--- config.mk ---
export PLATFORM = sky130hd
export DESIGN_NAME = bus_arb_mux_flat
export DESIGN_NICKNAME = d
export VERILOG_FILES = /design/src/rtl/bus_pkg.sv /design/src/rtl/bus_arb_mux_if.sv /design/src/rtl/rr_pick.sv /design/src/rtl/bus_arb_mux.sv /design/src/flat_wrapper.sv
export SDC_FILE = /design/constraint.sdc
export NUM_CORES = 1
export LEC_CHECK = 0
export CORE_AREA = 2 2 340 342
export CTS_CLUSTER_SIZE = 25
export DETAILED_ROUTE_END_ITERATION = 10
export DIE_AREA = 0 0 342 344
export SYNTH_ARGS = -nofsm -noshare
export SYNTH_HDL_FRONTEND = slang
export SYNTH_HIERARCHICAL = 1
export SYNTH_SLANG_ARGS = --single-unit
--- constraint.sdc ---
create_clock -name clock -period 9.1 [get_ports clock]
set_clock_uncertainty 0.2 [all_clocks]
set_input_delay 0.91 -clock clock [delete_from_list [all_inputs] [get_ports clock]]
set_output_delay 0.91 -clock clock [all_outputs]
set_load 0.02 [all_outputs]
--- src/rtl/bus_pkg.sv ---
// Shared constants for the datapath bus arbiter/mux: default sizes,
// FSM state encoding and the datapath's named bus source indices.
package bus_pkg;

    localparam int BUS_WIDTH = 32;
    localparam int BUS_NSRC  = 24;

    typedef enum logic [1:0] {
        ST_IDLE   = 2'd0,
        ST_ARB    = 2'd1,
        ST_LOCKED = 2'd2,
        ST_DIRECT = 2'd3
    } state_t;

    // Datapath source indices on the shared bus
    localparam int R0  = 0,  R1  = 1,  R2  = 2,  R3  = 3;
    localparam int R4  = 4,  R5  = 5,  R6  = 6,  R7  = 7;
    localparam int R8  = 8,  R9  = 9,  R10 = 10, R11 = 11;
    localparam int R12 = 12, R13 = 13, R14 = 14, R15 = 15;
    localparam int HI     = 16;
    localparam int LO     = 17;
    localparam int ZHI    = 18;
    localparam int ZLO    = 19;
    localparam int PC     = 20;
    localparam int MDR    = 21;
    localparam int INPORT = 22;
    localparam int CSIGN  = 23;

endpackage

--- src/rtl/bus_arb_mux_if.sv ---
// Bus-side signal bundle: source data, requests/locks, direct select and
// the registered bus/ownership outputs. master = control side, slave = arbiter.
interface bus_arb_mux_if
    import bus_pkg::*;
#(
    parameter int WIDTH = BUS_WIDTH,
    parameter int NSRC  = BUS_NSRC,
    parameter int SELW  = 5
);
    logic [NSRC*WIDTH-1:0] src_data;
    logic [NSRC-1:0]       req;
    logic [NSRC-1:0]       lock;
    logic                  sel_en;
    logic [SELW-1:0]       sel;
    logic [WIDTH-1:0]      bus_out;
    logic                  bus_valid;
    logic [NSRC-1:0]       grant;
    logic [SELW-1:0]       owner;
    logic                  sel_err;

    modport master (
        output src_data, req, lock, sel_en, sel,
        input  bus_out, bus_valid, grant, owner, sel_err
    );

    modport slave (
        input  src_data, req, lock, sel_en, sel,
        output bus_out, bus_valid, grant, owner, sel_err
    );
endinterface

--- src/rtl/rr_pick.sv ---
// Rotating priority encoder: first requester strictly after rr_last,
// wrapping, with rr_last itself checked last.
module rr_pick #(
    parameter int NSRC = 24,
    parameter int SELW = 5
) (
    input  logic [NSRC-1:0] req,
    input  logic [SELW-1:0] rr_last,
    output logic            any,
    output logic [SELW-1:0] winner
);

    int              idx;
    logic [SELW-1:0] idx_s;

    // Scan NSRC positions starting one past the last winner
    always_comb begin
        any    = 1'b0;
        winner = '0;
        idx    = 0;
        idx_s  = '0;
        for (int off = 1; off <= NSRC; off++) begin
            idx = int'(rr_last) + off;
            if (idx >= NSRC) idx = idx - NSRC;
            idx_s = SELW'(idx);
            if (!any && req[idx_s]) begin
                any    = 1'b1;
                winner = idx_s;
            end
        end
    end

endmodule

--- src/rtl/bus_arb_mux.sv ---
// Registered shared-bus driver: direct select, lock hold or round-robin
// arbitration picks one source; data, grant and owner update together.
module bus_arb_mux
    import bus_pkg::*;
#(
    parameter int               WIDTH    = BUS_WIDTH,
    parameter int               NSRC     = BUS_NSRC,
    parameter int               SELW     = 5,
    parameter logic [WIDTH-1:0] IDLE_VAL = '0
) (
    input  logic          clock,
    input  logic          reset,
    bus_arb_mux_if.slave  bus
);

    state_t                      state;
    logic [SELW-1:0]             rr_last;
    logic [SELW-1:0]             owner_q;
    logic [NSRC-1:0]             grant_q;
    logic [WIDTH-1:0]            bus_q;
    logic                        valid_q;
    logic                        err_q;

    logic [NSRC-1:0][WIDTH-1:0]  src;
    logic [NSRC-1:0]             req_eff;
    logic                        sel_ok;
    logic                        hold;
    logic                        rr_any;
    logic [SELW-1:0]             rr_win;
    logic [SELW-1:0]             mux_idx;
    logic [WIDTH-1:0]            mux_data;

    assign src = bus.src_data;

    // Per-cycle decision inputs: direct-select range, lock hold, masked requests
    always_comb begin
        sel_ok  = int'(bus.sel) < NSRC;
        hold    = (state == ST_LOCKED || state == ST_ARB) &&
                  bus.req[owner_q] && bus.lock[owner_q];
        req_eff = bus.req;
        // A locked owner that releases its lock yields this very cycle
        if (state == ST_LOCKED && !bus.lock[owner_q])
            req_eff[owner_q] = 1'b0;
        if (bus.sel_en)
            mux_idx = sel_ok ? bus.sel : '0;
        else if (hold)
            mux_idx = owner_q;
        else
            mux_idx = rr_win;
        mux_data = src[mux_idx];
    end

    rr_pick #(.NSRC(NSRC), .SELW(SELW)) u_pick (
        .req     (req_eff),
        .rr_last (rr_last),
        .any     (rr_any),
        .winner  (rr_win)
    );

    // Ownership FSM with registered bus, grant and owner
    always_ff @(posedge clock) begin
        if (reset) begin
            state   <= ST_IDLE;
            rr_last <= SELW'(NSRC - 1);
            owner_q <= '0;
            grant_q <= '0;
            bus_q   <= IDLE_VAL;
            valid_q <= 1'b0;
            err_q   <= 1'b0;
        end else begin
            err_q <= 1'b0;
            if (bus.sel_en) begin
                if (sel_ok) begin
                    state   <= ST_DIRECT;
                    owner_q <= bus.sel;
                    grant_q <= NSRC'(1) << bus.sel;
                    bus_q   <= mux_data;
                    valid_q <= 1'b1;
                end else begin
                    state   <= ST_IDLE;
                    owner_q <= '0;
                    grant_q <= '0;
                    bus_q   <= IDLE_VAL;
                    valid_q <= 1'b0;
                    err_q   <= 1'b1;
                end
            end else if (hold) begin
                state   <= ST_LOCKED;
                bus_q   <= mux_data;
                valid_q <= 1'b1;
            end else if (rr_any) begin
                state   <= bus.lock[rr_win] ? ST_LOCKED : ST_ARB;
                owner_q <= rr_win;
                grant_q <= NSRC'(1) << rr_win;
                bus_q   <= mux_data;
                valid_q <= 1'b1;
                rr_last <= rr_win;
            end else begin
                state   <= ST_IDLE;
                owner_q <= '0;
                grant_q <= '0;
                bus_q   <= IDLE_VAL;
                valid_q <= 1'b0;
            end
        end
    end

    assign bus.bus_out   = bus_q;
    assign bus.bus_valid = valid_q;
    assign bus.grant     = grant_q;
    assign bus.owner     = owner_q;
    assign bus.sel_err   = err_q;

endmodule

--- src/flat_wrapper.sv ---
// flat-port wrapper written by rule: the top's interface ports become plain ports
module bus_arb_mux_flat import bus_pkg::*;
#(
    parameter int               WIDTH    = BUS_WIDTH,
    parameter int               NSRC     = BUS_NSRC,
    parameter int               SELW     = 5,
    parameter logic [WIDTH-1:0] IDLE_VAL = '0
)
  (clock, reset, bus_src_data, bus_req, bus_lock, bus_sel_en, bus_sel, bus_bus_out, bus_bus_valid, bus_grant, bus_owner, bus_sel_err);
  bus_arb_mux_if #(.WIDTH(WIDTH), .NSRC(NSRC), .SELW(SELW)) bus_i ();
  input  logic clock;
  input  logic reset;
  input wire logic [$bits(bus_i.src_data)-1:0] bus_src_data;
  input wire logic [$bits(bus_i.req)-1:0] bus_req;
  input wire logic [$bits(bus_i.lock)-1:0] bus_lock;
  input wire logic [$bits(bus_i.sel_en)-1:0] bus_sel_en;
  input wire logic [$bits(bus_i.sel)-1:0] bus_sel;
  output wire logic [$bits(bus_i.bus_out)-1:0] bus_bus_out;
  output wire logic [$bits(bus_i.bus_valid)-1:0] bus_bus_valid;
  output wire logic [$bits(bus_i.grant)-1:0] bus_grant;
  output wire logic [$bits(bus_i.owner)-1:0] bus_owner;
  output wire logic [$bits(bus_i.sel_err)-1:0] bus_sel_err;
  assign bus_i.src_data = bus_src_data;
  assign bus_i.req = bus_req;
  assign bus_i.lock = bus_lock;
  assign bus_i.sel_en = bus_sel_en;
  assign bus_i.sel = bus_sel;
  assign bus_bus_out = bus_i.bus_out;
  assign bus_bus_valid = bus_i.bus_valid;
  assign bus_grant = bus_i.grant;
  assign bus_owner = bus_i.owner;
  assign bus_sel_err = bus_i.sel_err;
  bus_arb_mux #(.WIDTH(WIDTH), .NSRC(NSRC), .SELW(SELW), .IDLE_VAL(IDLE_VAL)) u_core (.clock(clock), .reset(reset), .bus(bus_i));
endmodule
==> impl_metrics.ini, run 1 <==
[clock_tree]
htreeDepth = 3
cts_tree = yes
cts_sinks = 70
ctsLongestPathBuffers = 2
worstSkewPairLatency_ps = 380
postCtsHoldBufs = 0
cts-root-buf = clkbuf_16
clkSlewWorstSetupHoldPaths_ps = 90
cts_buffers = 9

[global_route]
overflow = 0
antenna_found_initial = 86
grt_max_degree = 42
grt_use_total_pct = 24.7
grt_pass1_wl_mm = 198
grt_pass1_vias = 22628

[layout]
mostFrequentLayoutCell = clkdlybuf4s50_1
num-fill-cells = 12422
fin_area_um2 = 29900
drive_gt1_share_pct = 16.9
area_growth_pct = 86.5
most-common-layout-cells = clkdlybuf4s50_1, nand2_1, mux2i_1
nets = 4136

[die]
dieArea_um2 = 118000
pin_count = 887
die_w_um = 342
placeableCoreArea_um2 = 114000
rows = 124
initial_core_util_pct = 14.1
die_y_um = 344

[outcome]
status = finished clean

[drt]
routed_wl_mm = 153
vias = 23552
viasPerCell = 4.88
ant_nets = 0
drtIter0Drc = 2526
wire_per_inst_um = 31.7
drc = 0
dr.pass1.iters = 6

[synthesis]
yosys.area.top_type = mux2i_1
synth_warnings = 6
netlist_area_um2 = 16000
ys_seq_elements = 70
yosysSeqAreaShare_pct = 8.73
syn-num-nets = 3039
postSynthAreaPerCell_um2 = 7.33
synth_flop_cell = dfxtp_1
yosysTopAreaCellShare_pct = 20.8
synth_top_cells_by_area = mux2i_1, dfxtp_1, nand2_1
async_flop_share_pct = 0
synthCells = 2190
synth_edf_count = 0
synthDistinctLibCells = 106

[setup_path]
crit_start = bus_lock[14]
slowest_delay_ps = 630
worstPathMaxFanout = 11
required_ps = 9170
crit_top_cell = buf_4
endpoint_kind = flop
reg2reg_from = u_core/bus.owner[0]
crit_arrival_ps = 8970
critical_path_class = primary input to flop
start_kind = primary input
crit_slowest_cell = mux4_2

[pwr]
p_clk_share_pct = 2.3
p_int_uw = 7160
p_sw_share_pct = 56.3
power_leakage_uw = 0.0118
pwr_density_cell_nw_per_um2 = 547
combinationalPowerShare_pct = 94.5
vdd_drop_max_uv = 373
switchingPower_uw = 9220
pwr-share-seq_pct = 3.2

[timing]
timing.final.ws_setup_ps = 191
tightestPinTransition_ps = 1010
slew_headroom_pct = 32.3
min_period_over_period_pct = 97.9
period_needed_ps = 8910
hold_violations = 0
setup_viol = 0
slew_viol_final = 0
max_freq_mhz = 112
rsz0062_at_grt = false

[place]
postPlaceCellArea_um2 = 29600
hpwl_mm = 135
gp_congestion = 0.966
dp_worst_setup_slack_ps = -211
io_buffers = 886

[min_path]
hold_class = flop to flop
worstHoldStart = u_core/bus.grant[16]

[flow_run]
max-cap-violations = 0
## state kept, by name, indices dropped and copies added, names as in the netlist
name,flops
u_core/bus.bus_out,32
u_core/bus.bus_valid,1
u_core/bus.grant,24
u_core/bus.owner,5
u_core/bus.sel_err,1
u_core/rr_last,5
u_core/state,2
## worst max-delay path, delay by kind of cell
kind	cells	cell delay [ps]
AND/OR/NAND/NOR	8	1820
AO/OA/AOI/OAI	11	2610
multiplexers	5	1730
buffers and inverters	9	1860
## synth_stat cells, types with 16 or more instances
| cell | count |
|---|---|
| buf_2 | 82 |
| mux4_2 | 40 |
| o32ai_1 | 31 |
| xnor2_1 | 18 |
| nor2b_1 | 23 |
| nor3_1 | 48 |
| o21ai_0 | 43 |
| a222oi_1 | 16 |
| a21oi_1 | 133 |
| nor2_1 | 110 |
| a32oi_1 | 36 |
| clkbuf_1 | 54 |
| buf_4 | 27 |
| o22ai_1 | 40 |
| mux2_2 | 25 |
| ha_1 | 25 |
| nand2_1 | 358 |
| inv_1 | 25 |
| buf_6 | 18 |
| dfxtp_1 | 70 |
| nand3_1 | 214 |
| a211oi_1 | 47 |
| a311oi_1 | 36 |
| a21boi_0 | 21 |
| a31oi_1 | 20 |
| o21a_1 | 19 |
| mux2i_1 | 334 |
## per-layer routing
| metal | global-route usage, % | up-vias | part of all wire [%] |
|---|---|---|---|
| met3 | 8.99 | 182 | 11 |
| li1 | - | 10587 | - |
| met5 | 0 | - | 0.20 |
| met1 | 31.9 | 11329 | 42 |
| met4 | 5.42 | 50 | 2.6 |
| met2 | 39.2 | 1404 | 44 |
## final timing paths
kind	endpoint	slack (ps)	cells after the start
max	u_core/bus.bus_out[16]	190	33
min	u_core/bus.grant[16]	300	2
max reg2reg	u_core/bus.bus_out[16]	520	33
min reg2reg	u_core/bus.grant[16]	300	2
## stage by stage
step	hold WS, ps	utilization, %	power, uW	instances	TNS [ps]
2_1_floorplan	364	-	7890	2190	0
3_3_place_gp	289	26.0	15800	4788	-1450
3_5_place_dp	295	26.0	15800	4788	-495
4_1_cts	307	26.2	16300	4804	0
5_1_grt	331	26.3	17100	4817	0
6_report	303	26.3	16400	4830	0
## cell families after synthesis
group / after synthesis / synth area share (%)
AOI/OAI and AO/OA: 557 / 25.0
xor gates and xnor gates: 28 / 2.01
adders and majority gates: 25 / 1.95
buffers and inverters: 219 / 7.31
DFF: 70 / 8.73
muxes: 402 / 28.6
and+or+nand+nor: 889 / 26.4
## repair_timing
| item | CTS | global route |
|---|---|---|
| buffers inserted | 0 | 0 |
| gates resized for setup | 0 | 10 |
| endpoints found under the setup margin | 0 | 15 |
## power by group through the flow
stage               Combinational [uW]  Clock [uW]  Sequential (uW)
floorplan                         7310           0              576
global placement                 15300           0              527
detailed placement               15300           0              523
CTS                              15300         398              519
global route                     16200         400              529
finish                           15500         379              520
## cell type report
| type | count | area [um2] | share of cell area, % |
|---|---|---|---|
| repair buffers | 1275 | 12600 | 41.9 |
| clock inverters | 6 | 46.3 | 0.155 |
| well taps | 1512 | 1890 | 6.32 |
| flip-flops and latches | 70 | 1400 | 4.69 |
| multi-input cells | 1901 | 13600 | 45.5 |
| clock buffers | 10 | 229 | 0.765 |
| diodes | 26 | 65.1 | 0.217 |
| inverters | 30 | 113 | 0.376 |
(Power assumes the default switching activity.)
==> run 2: changes to the inputs <==
==> constraint.sdc (replaced) <==
create_clock -name clock -period 9.1 [get_ports clock]
set_clock_uncertainty 0.2 [all_clocks]
set_input_delay 1.82 -clock clock [delete_from_list [all_inputs] [get_ports clock]]
set_output_delay 1.82 -clock clock [all_outputs]
set_load 0.02 [all_outputs]
==> impl_metrics.ini, run 2 (same netlist as run 1, synthesis figures left out) <==
[min_path]
hold_class = flop to flop
worstHoldStart = u_core/bus.grant[21]

[global_route]
overflow = 0
grt_use_total_pct = 24.9
antenna_found_initial = 97
grt_pass1_vias = 23193
grt_max_degree = 39
grt_pass1_wl_mm = 200

[outcome]
status = finished clean

[setup_path]
slowest_delay_ps = 620
start_kind = primary input
reg2reg_from = u_core/bus.owner[2]
endpoint_kind = flop
critical_path_class = primary input to flop
crit_arrival_ps = 9070
crit_start = bus_lock[3]
required_ps = 9230
path_delay_family = multiplexers
worstPathMaxFanout = 7
path_buf_inv = 6
crit_slowest_cell = mux4_2

[clock_tree]
cts_buffers = 9
postCtsHoldBufs = 0
cts_sinks = 70
ctsLongestPathBuffers = 2
cts-root-buf = clkbuf_16
cts_tree = yes
htreeDepth = 3
worstSkewPairLatency_ps = 400
clkSlewWorstSetupHoldPaths_ps = 90

[die]
initial_core_util_pct = 14.1
pin_count = 887
rows = 124
placeableCoreArea_um2 = 114000
die_w_um = 342
die_y_um = 344
dieArea_um2 = 118000

[layout]
mostFrequentLayoutCell = clkdlybuf4s50_1
drive_gt1_share_pct = 21.4
final_util_pct = 27.8
area_growth_pct = 97.3
nets = 4175
num-fill-cells = 12389
most-common-layout-cells = clkdlybuf4s50_1, nand2_1, mux2i_1
fin_area_um2 = 31700
largest_reg_flops = 32

[drt]
vias = 23895
dr.pass1.iters = 7
ant_nets = 0
viasPerCell = 4.90
routed_wl_mm = 155
drtIter0Drc = 2289
drc = 0
wire_per_inst_um = 31.8

[flow_run]
max-cap-violations = 0

[timing]
slew_viol_final = 0
period_needed_ps = 8940
finalSetupTns_ps = 0
setup_viol = 0
min_period_over_period_pct = 98.2
tightestPinTransition_ps = 1170
hold_violations = 0
rsz0062_at_grt = false
slew_headroom_pct = 22.3
max_freq_mhz = 112

[place]
gp_congestion = 1.01
io_buffers = 886
postPlaceCellArea_um2 = 29800
hpwl_mm = 132

[pwr]
pwr_density_cell_nw_per_um2 = 577
vdd_drop_max_uv = 368
power_leakage_uw = 0.0126
## run 2: cell types whose count changed in the layout (fill, tap and decap cells not counted), moves of 12 or more
| cell | change |
|---|---|
| clkdlybuf4s50_1 | -20 |
| a32oi_1 | -19 |
| buf_12 | +17 |
| a211oi_1 | -16 |
| a32oi_2 | +15 |
| nand3_1 | -14 |
| a211oi_2 | +13 |
| dlymetal6s2s_1 | +12 |
| nand3_2 | +12 |
## run 2: final cells by class
| class | instances | area [um2] | share of cell area (%) |
|---|---|---|---|
| tap | 1512 | 1890 | 5.98 |
| antenna | 35 | 87.6 | 0.277 |
| timing repair buffer | 1314 | 13400 | 42.2 |
| sequential | 70 | 1400 | 4.43 |
| clock buffer | 9 | 225 | 0.711 |
| multi-input combinational | 1901 | 14500 | 45.8 |
| inverter | 30 | 113 | 0.356 |
| clock inverter | 7 | 97.6 | 0.308 |
## run 2: repair_timing
item / CTS / global route
endpoints found under the hold margin: 0 / 0
gates cloned: 9 / 1
setup endpoints to repair: 58 / 38
setup buffers: 20 / 0
pin swaps: 31 / 51
resized for setup: 104 / 110
## run 2: power by group
part	internal [uW]	switching, uW	total (uW)	leakage, uW
Sequential	419	96.7	516	0.000575
Combinational	7590	9730	17300	0.0118
Clock	242	200	442	0.000152
## run 2: per-stage QoR
stage                     power [uW]  setup WS [ps]  hold WS [ps]  cells
after floorplan                 7890            586           364   2190
after global placement         16000          -1480           285   4799
after detailed placement       16000          -1410           291   4799
after CTS                      17800           14.5           301   4844
after global routing           19100           22.0           325   4864
final                          18300            162           306   4878
## run 2: path summary, 6_finish.rpt
check	endpoint	slack [ps]	depth (start not counted)
worst min-delay path	u_core/bus.grant[21]	310	2
worst max register to register	u_core/state[0]	770	29
worst max-delay path	u_core/state[0]	160	29
worst min register to register	u_core/bus.grant[21]	310	2
## run 2: worst reg2reg max path: cells and delay by family (launching register included)
kind                   cells  cell delay, ps
muxes                      8            3250
AOI/OAI and AO/OA          6            1030
and+or+nand+nor            9            1690
buffers and inverters      6            1100
DFF                        1             990
## run 2: metal layers
metal | up-vias | track usage [%] | wire, um
li1 | 10683 | - | -
met4 | 56 | 8.61 | 5910
met3 | 239 | 8.38 | 16200
met2 | 1349 | 38.6 | 67800
met1 | 11568 | 32.1 | 64900
met5 | - | 0 | 385
==> variant 1: new RTL, config.mk and constraints of run 1 <==
`SELW` is set to 5 in 4 places; all go to 4.
--- a/src/rtl/bus_arb_mux_if.sv
+++ b/src/rtl/bus_arb_mux_if.sv
@@ -7,3 +7,3 @@
     parameter int NSRC  = BUS_NSRC,
-    parameter int SELW  = 5
+    parameter int SELW  = 4
 );
--- a/src/rtl/rr_pick.sv
+++ b/src/rtl/rr_pick.sv
@@ -4,3 +4,3 @@
     parameter int NSRC = 24,
-    parameter int SELW = 5
+    parameter int SELW = 4
 ) (
--- a/src/rtl/bus_arb_mux.sv
+++ b/src/rtl/bus_arb_mux.sv
@@ -7,3 +7,3 @@
     parameter int               NSRC     = BUS_NSRC,
-    parameter int               SELW     = 5,
+    parameter int               SELW     = 4,
     parameter logic [WIDTH-1:0] IDLE_VAL = '0
--- a/src/flat_wrapper.sv
+++ b/src/flat_wrapper.sv
@@ -5,3 +5,3 @@
     parameter int               NSRC     = BUS_NSRC,
-    parameter int               SELW     = 5,
+    parameter int               SELW     = 4,
     parameter logic [WIDTH-1:0] IDLE_VAL = '0
Ports: changed (resized bus_owner and bus_sel); port bits go from 887 to 885. No check against the original RTL was run, so the function may have changed too.
==> variant 1 against run 1 <==
- setup slack improved by 200 ps
- global-route usage decreased by 11 points
- critical endpoint is now u_core/bus.bus_out[27]
- die area unchanged
- final area decreased by 36%
- maximum frequency increased by 2.3%
- sequential cell count decreased by 11
- routed wire length decreased by 43%
- first-iteration DRC count decreased by 43%
- via count decreased by 38%
- area after synthesis decreased by 33%
- power decreased by 53%
- highest routed layer unchanged
- critical path depth decreased by 13
==> variant 1: results (changes against run 1) <==
| Metric | Value |
|---|---|
| Outcome | finished clean (unchanged) |
| Fraction of area in multi-input gates | 45.56% (was 45.54%) |
| Met2 Use GR | 22.56% (was 39.24%) |
| First-pass GRT wire length | 114.0 mm (was 198.2 mm) |
| Top cells by count, synth | 140 x mux2i_1, 111 x and3_1, 107 x a211oi_1, 83 x clkbuf_1, 72 x o21ai_0 (was 358 x nand2_1, 334 x mux2i_1, 214 x nand3_1, 133 x a21oi_1, 110 x nor2_1) |
| Ant. Diodes | 11 (was 26) |
| Post-Synth Adder-Cell Area | 1.963% (was 1.949%) |
| Endpoints failing setup | 0 (unchanged) |
| Fill count | 12930 (was 12420) |
| GRT Util Overall | 14.11% (was 24.72%) |
| #MultiIn Comb | 1100 (was 1901) |
| RR Startpoint | u_core/bus.owner[1] (was u_core/bus.owner[0]) |
| Synth top area cells | mux2i_1 13%, mux4_2 11%, dfxtp_1 11% (was mux2i_1 21%, dfxtp_1 8.7%, nand2_1 8.4%) |
| Syn_area_per_cell | 8.081 um2 (was 7.328 um2) |
| Met3 usage | 5.004% (was 8.995%) |
| Max Freq | 0.1148 GHz (was 0.1123 GHz) |
| Crit path to | u_core/bus.bus_out[27] (was u_core/bus.bus_out[16]) |
| Iter 0 DRT Violations | 1436 (was 2526) |
| Clk_lat worst skew | 400 ps (was 380 ps) |
| R2R Setup Slk | 630 ps (was 520 ps) |
| Final-layout clock buffer total | 9 (was 10) |
| Hold_sp | u_core/bus.grant[1] (was u_core/bus.grant[16]) |
| GP Congestion | 0.9638 (was 0.9655) |
| Arrival time worst endpoint | 8810 ps (was 8970 ps) |
| Largest net degree at the start of global routing | 128 (was 42) |
| Compound-gate portion of the synthesized area | 30.56% (was 24.97%) |
| Via count | 14540 (was 23550) |
| Total leakage power | 6.984 nW (was 11.84 nW) |
| Vias in the first global route | 14110 (was 22630) |
| Share of cells above drive strength 1 | 11.06% (was 16.86%) |
| Average wire per standard cell | 25.27 um (was 31.72 um) |
| Post-Route M1 WL | 34.77 mm (was 63.60 mm) |
| Critical path's slowest cell | mux4_1 (was mux4_2) |
| Sequential-to-total area share from yosys stat | 11.03% (was 8.732%) |
| Non-CTS buffers | 702 (was 1275) |
| Clock-pin transition on the worst setup and hold timing paths | 70 ps (was 90 ps) |
| Multiplexer share of the synthesized area | 26.01% (was 28.60%) |
| Met2 routed WL | 40.11 mm (was 67.94 mm) |
| Reg area | 0.001182 mm2 (was 0.001403 mm2) |
| FFs & Latches | 59 (was 70) |
| Logic inverters | 31 (was 30) |
| Layout clock area frac | 1.693% (was 0.9195%) |
| Post-place setup slack | -54.64 ps (was -210.5 ps) |
| Synth Area in XOR/XNOR | 0.8881% (was 2.011%) |
| Initial antenna violation count | 45 (was 86) |
| GR Layer Usage met1 | 17.59% (was 31.89%) |
| NonClk Buf Share | 36.00% (was 41.94%) |
==> variant 1: logic make-up (layout without fill, tap and decap cells) <==
kind of cell	Yosys count	in the layout
AOI/OAI and AO/OA	449	449
and+or+nand+nor	409	409
other	1	20
buffers and inverters	174	749
xor gates and xnor gates	10	10
DFF	59	59
adders and majority gates	17	17
muxes	206	206
==> variant 1: worst register-to-register path, delay by kind of cell (launching register included) <==
kind | cells | cell delay (ps)
compound gates | 9 | 3190
simple gates | 5 | 2110
flops | 1 | 460
buf+inv | 2 | 570
mux | 4 | 1830
==> variant 1: through the flow <==
stage          area (um2)  total power [mW]
2_1_floorplan       10740             4.328
6_report            19210             7.659
3_3_place_gp        18860             7.227
4_1_cts             19190             7.715
3_5_place_dp        18860             7.216
5_1_grt             19200             8.121
==> variant 1: report_power, final <==
part	total (mW)	switching (mW)	leakage (nW)	internal, mW
clock network	0.444	0.201	0.160	0.243
logic	6.78	4.21	6.33	2.57
registers	0.438	0.0626	0.489	0.375
total	7.66	4.47	6.98	3.19
==> variant 2: new RTL, flow settings as in run 1 <==
Made on the original files. Make the reset (`reset`) asynchronous in one clocked block.
--- a/src/rtl/bus_arb_mux.sv
+++ b/src/rtl/bus_arb_mux.sv
@@ -60,3 +60,3 @@
     // Ownership FSM with registered bus, grant and owner
-    always_ff @(posedge clock) begin
+    always_ff @(posedge clock or posedge reset) begin
         if (reset) begin
Function: changed (Yosys sat finds a counterexample within 4 cycles, from zero or initial values and one cycle with reset high; the reset may be asserted at any time).
==> variant 2 against run 1 <==
- count of clock-buffer cells in the layout down 1
- first-iteration DRC count shrank 10%
- final area is 3.4% lower
- non-clock buffer count shrank 101
- sequential cell count unchanged
- setup slack gained 36 ps
- routed wire length is 3.7% lower
- maximum frequency up 0.41%
- area after synthesis is 1.0% lower
- sequential share of layout area is 1.4 points higher
- highest routed layer unchanged
Power is left out: the tool's default activity adds up to more than one toggle a clock period on the data nets, which glitch-free logic cannot reach.
==> variant 2: results (changes against run 1) <==
| Metric | Value |
|---|---|
| Met2 Use GR | 37.98% (was 39.24%) |
| Met3 usage | 8.129% (was 8.995%) |
| Crit path max-delay family | simple AND/OR/NAND/NOR gates (was compound AO/OA/AOI/OAI gates) |
| Vias in the first global route | 23180 (was 22630) |
| Met2 routed WL | 67.17 mm (was 67.94 mm) |
| Critical Path Fanout Max | 8 (was 11) |
| Routed WL | 147.6 mm (was 153.2 mm) |
| Largest net degree at the start of global routing | 75 (was 42) |
| First-pass GRT wire length | 193.4 mm (was 198.2 mm) |
| Final HPWL DP | 125.3 mm (was 134.6 mm) |
| Slew @ Worst Pin | 1143 ps (was 1015 ps) |
| Top cells by count, synth | 516 x nand2_1, 156 x nand3_1, 114 x clkbuf_1, 107 x a21oi_1, 82 x a31oi_1 (was 358 x nand2_1, 334 x mux2i_1, 214 x nand3_1, 133 x a21oi_1, 110 x nor2_1) |
| Outcome | finished clean (unchanged) |
| Final #Nets | 4103 (was 4136) |
| Post-Route M1 WL | 62.34 mm (was 63.60 mm) |
| Fill count | 12640 (was 12420) |
| Iter 0 DRT Violations | 2266 (was 2526) |
| Synth Net Count | 3137 (was 3039) |
| GP Congestion | 1.028 (was 0.9655) |
| Sequential-to-total area share from yosys stat | 11.06% (was 8.732%) |
| Most common flop cell mapped by yosys | dfrtp_1 (was dfxtp_1) |
| Via count | 24000 (was 23550) |
| Fraction of registers with async set/reset | 100.0% (was 0%) |
| Multiplexer share of the synthesized area | 15.12% (was 28.60%) |
| Critical path's largest stage delay | 580 ps (was 630 ps) |
| Synth top area cells | nand2_1 12%, dfrtp_1 10%, mux4_2 6.2% (was mux2i_1 21%, dfxtp_1 8.7%, nand2_1 8.4%) |
| Average wire per standard cell | 30.80 um (was 31.72 um) |
## variant 2: cell types whose count changed after synthesis, moves of 37 or more
cell      delta
a31oi_1     +62
dfrtp_1     +66
a22oi_1     +37
nand3_1     -58
clkbuf_1    +60
dfxtp_1     -70
mux2i_1    -272
and3_1      +67
nand2_1    +158
## variant 2: area by class of cell
| cell class | instances | area share (%) |
|---|---|---|
| Inverter | 39 | 0.5150 |
| Tap cell | 1512 | 6.544 |
| Multi-Input combinational cell | 1960 | 45.97 |
| Timing Repair Buffer | 1174 | 39.71 |
| Antenna cell | 21 | 0.1818 |
| Clock buffer | 9 | 0.7791 |
| Clock inverter | 7 | 0.2164 |
| Sequential cell | 70 | 6.081 |
## variant 2: path summary, 6_finish.rpt
kind / from / end / slack, ps / depth (start not counted)
max: bus_lock[11] / u_core/bus.bus_out[5] / 230 / 32
min: u_core/bus.grant[12] / u_core/bus.grant[12] / 280 / 2
max reg2reg: u_core/bus.owner[1] / u_core/bus.bus_out[5] / 340 / 31
min reg2reg: u_core/bus.grant[12] / u_core/bus.grant[12] / 280 / 2
max in group asynchronous: reset / u_core/bus.bus_out[1] / 6850 / 3
min in group asynchronous: reset / u_core/bus.grant[15] / 760 / 2
## variant 2: what timing repair did
item / in CTS / in global routing
hold buffers: 0 / 0
setup buffers: 0 / 0
cloned: 1 / 1
pin swaps: 1 / 4
setup endpoints to repair: 2 / 32
resized for setup: 1 / 11
## variant 2: metrics by stage
| stage | setup WS, ps | util, % | TNS (ps) |
|---|---|---|---|
| 3_5_place_dp | -448.8 | 25.01 | -5700 |
| 6_report | 227.5 | 25.39 | 0 |
| 2_1_floorplan | 1003 | - | 0 |
| 5_1_grt | 13.43 | 25.36 | 0 |
| 4_1_cts | 13.34 | 25.27 | 0 |
| 3_3_place_gp | -365.0 | 25.01 | -2565 |
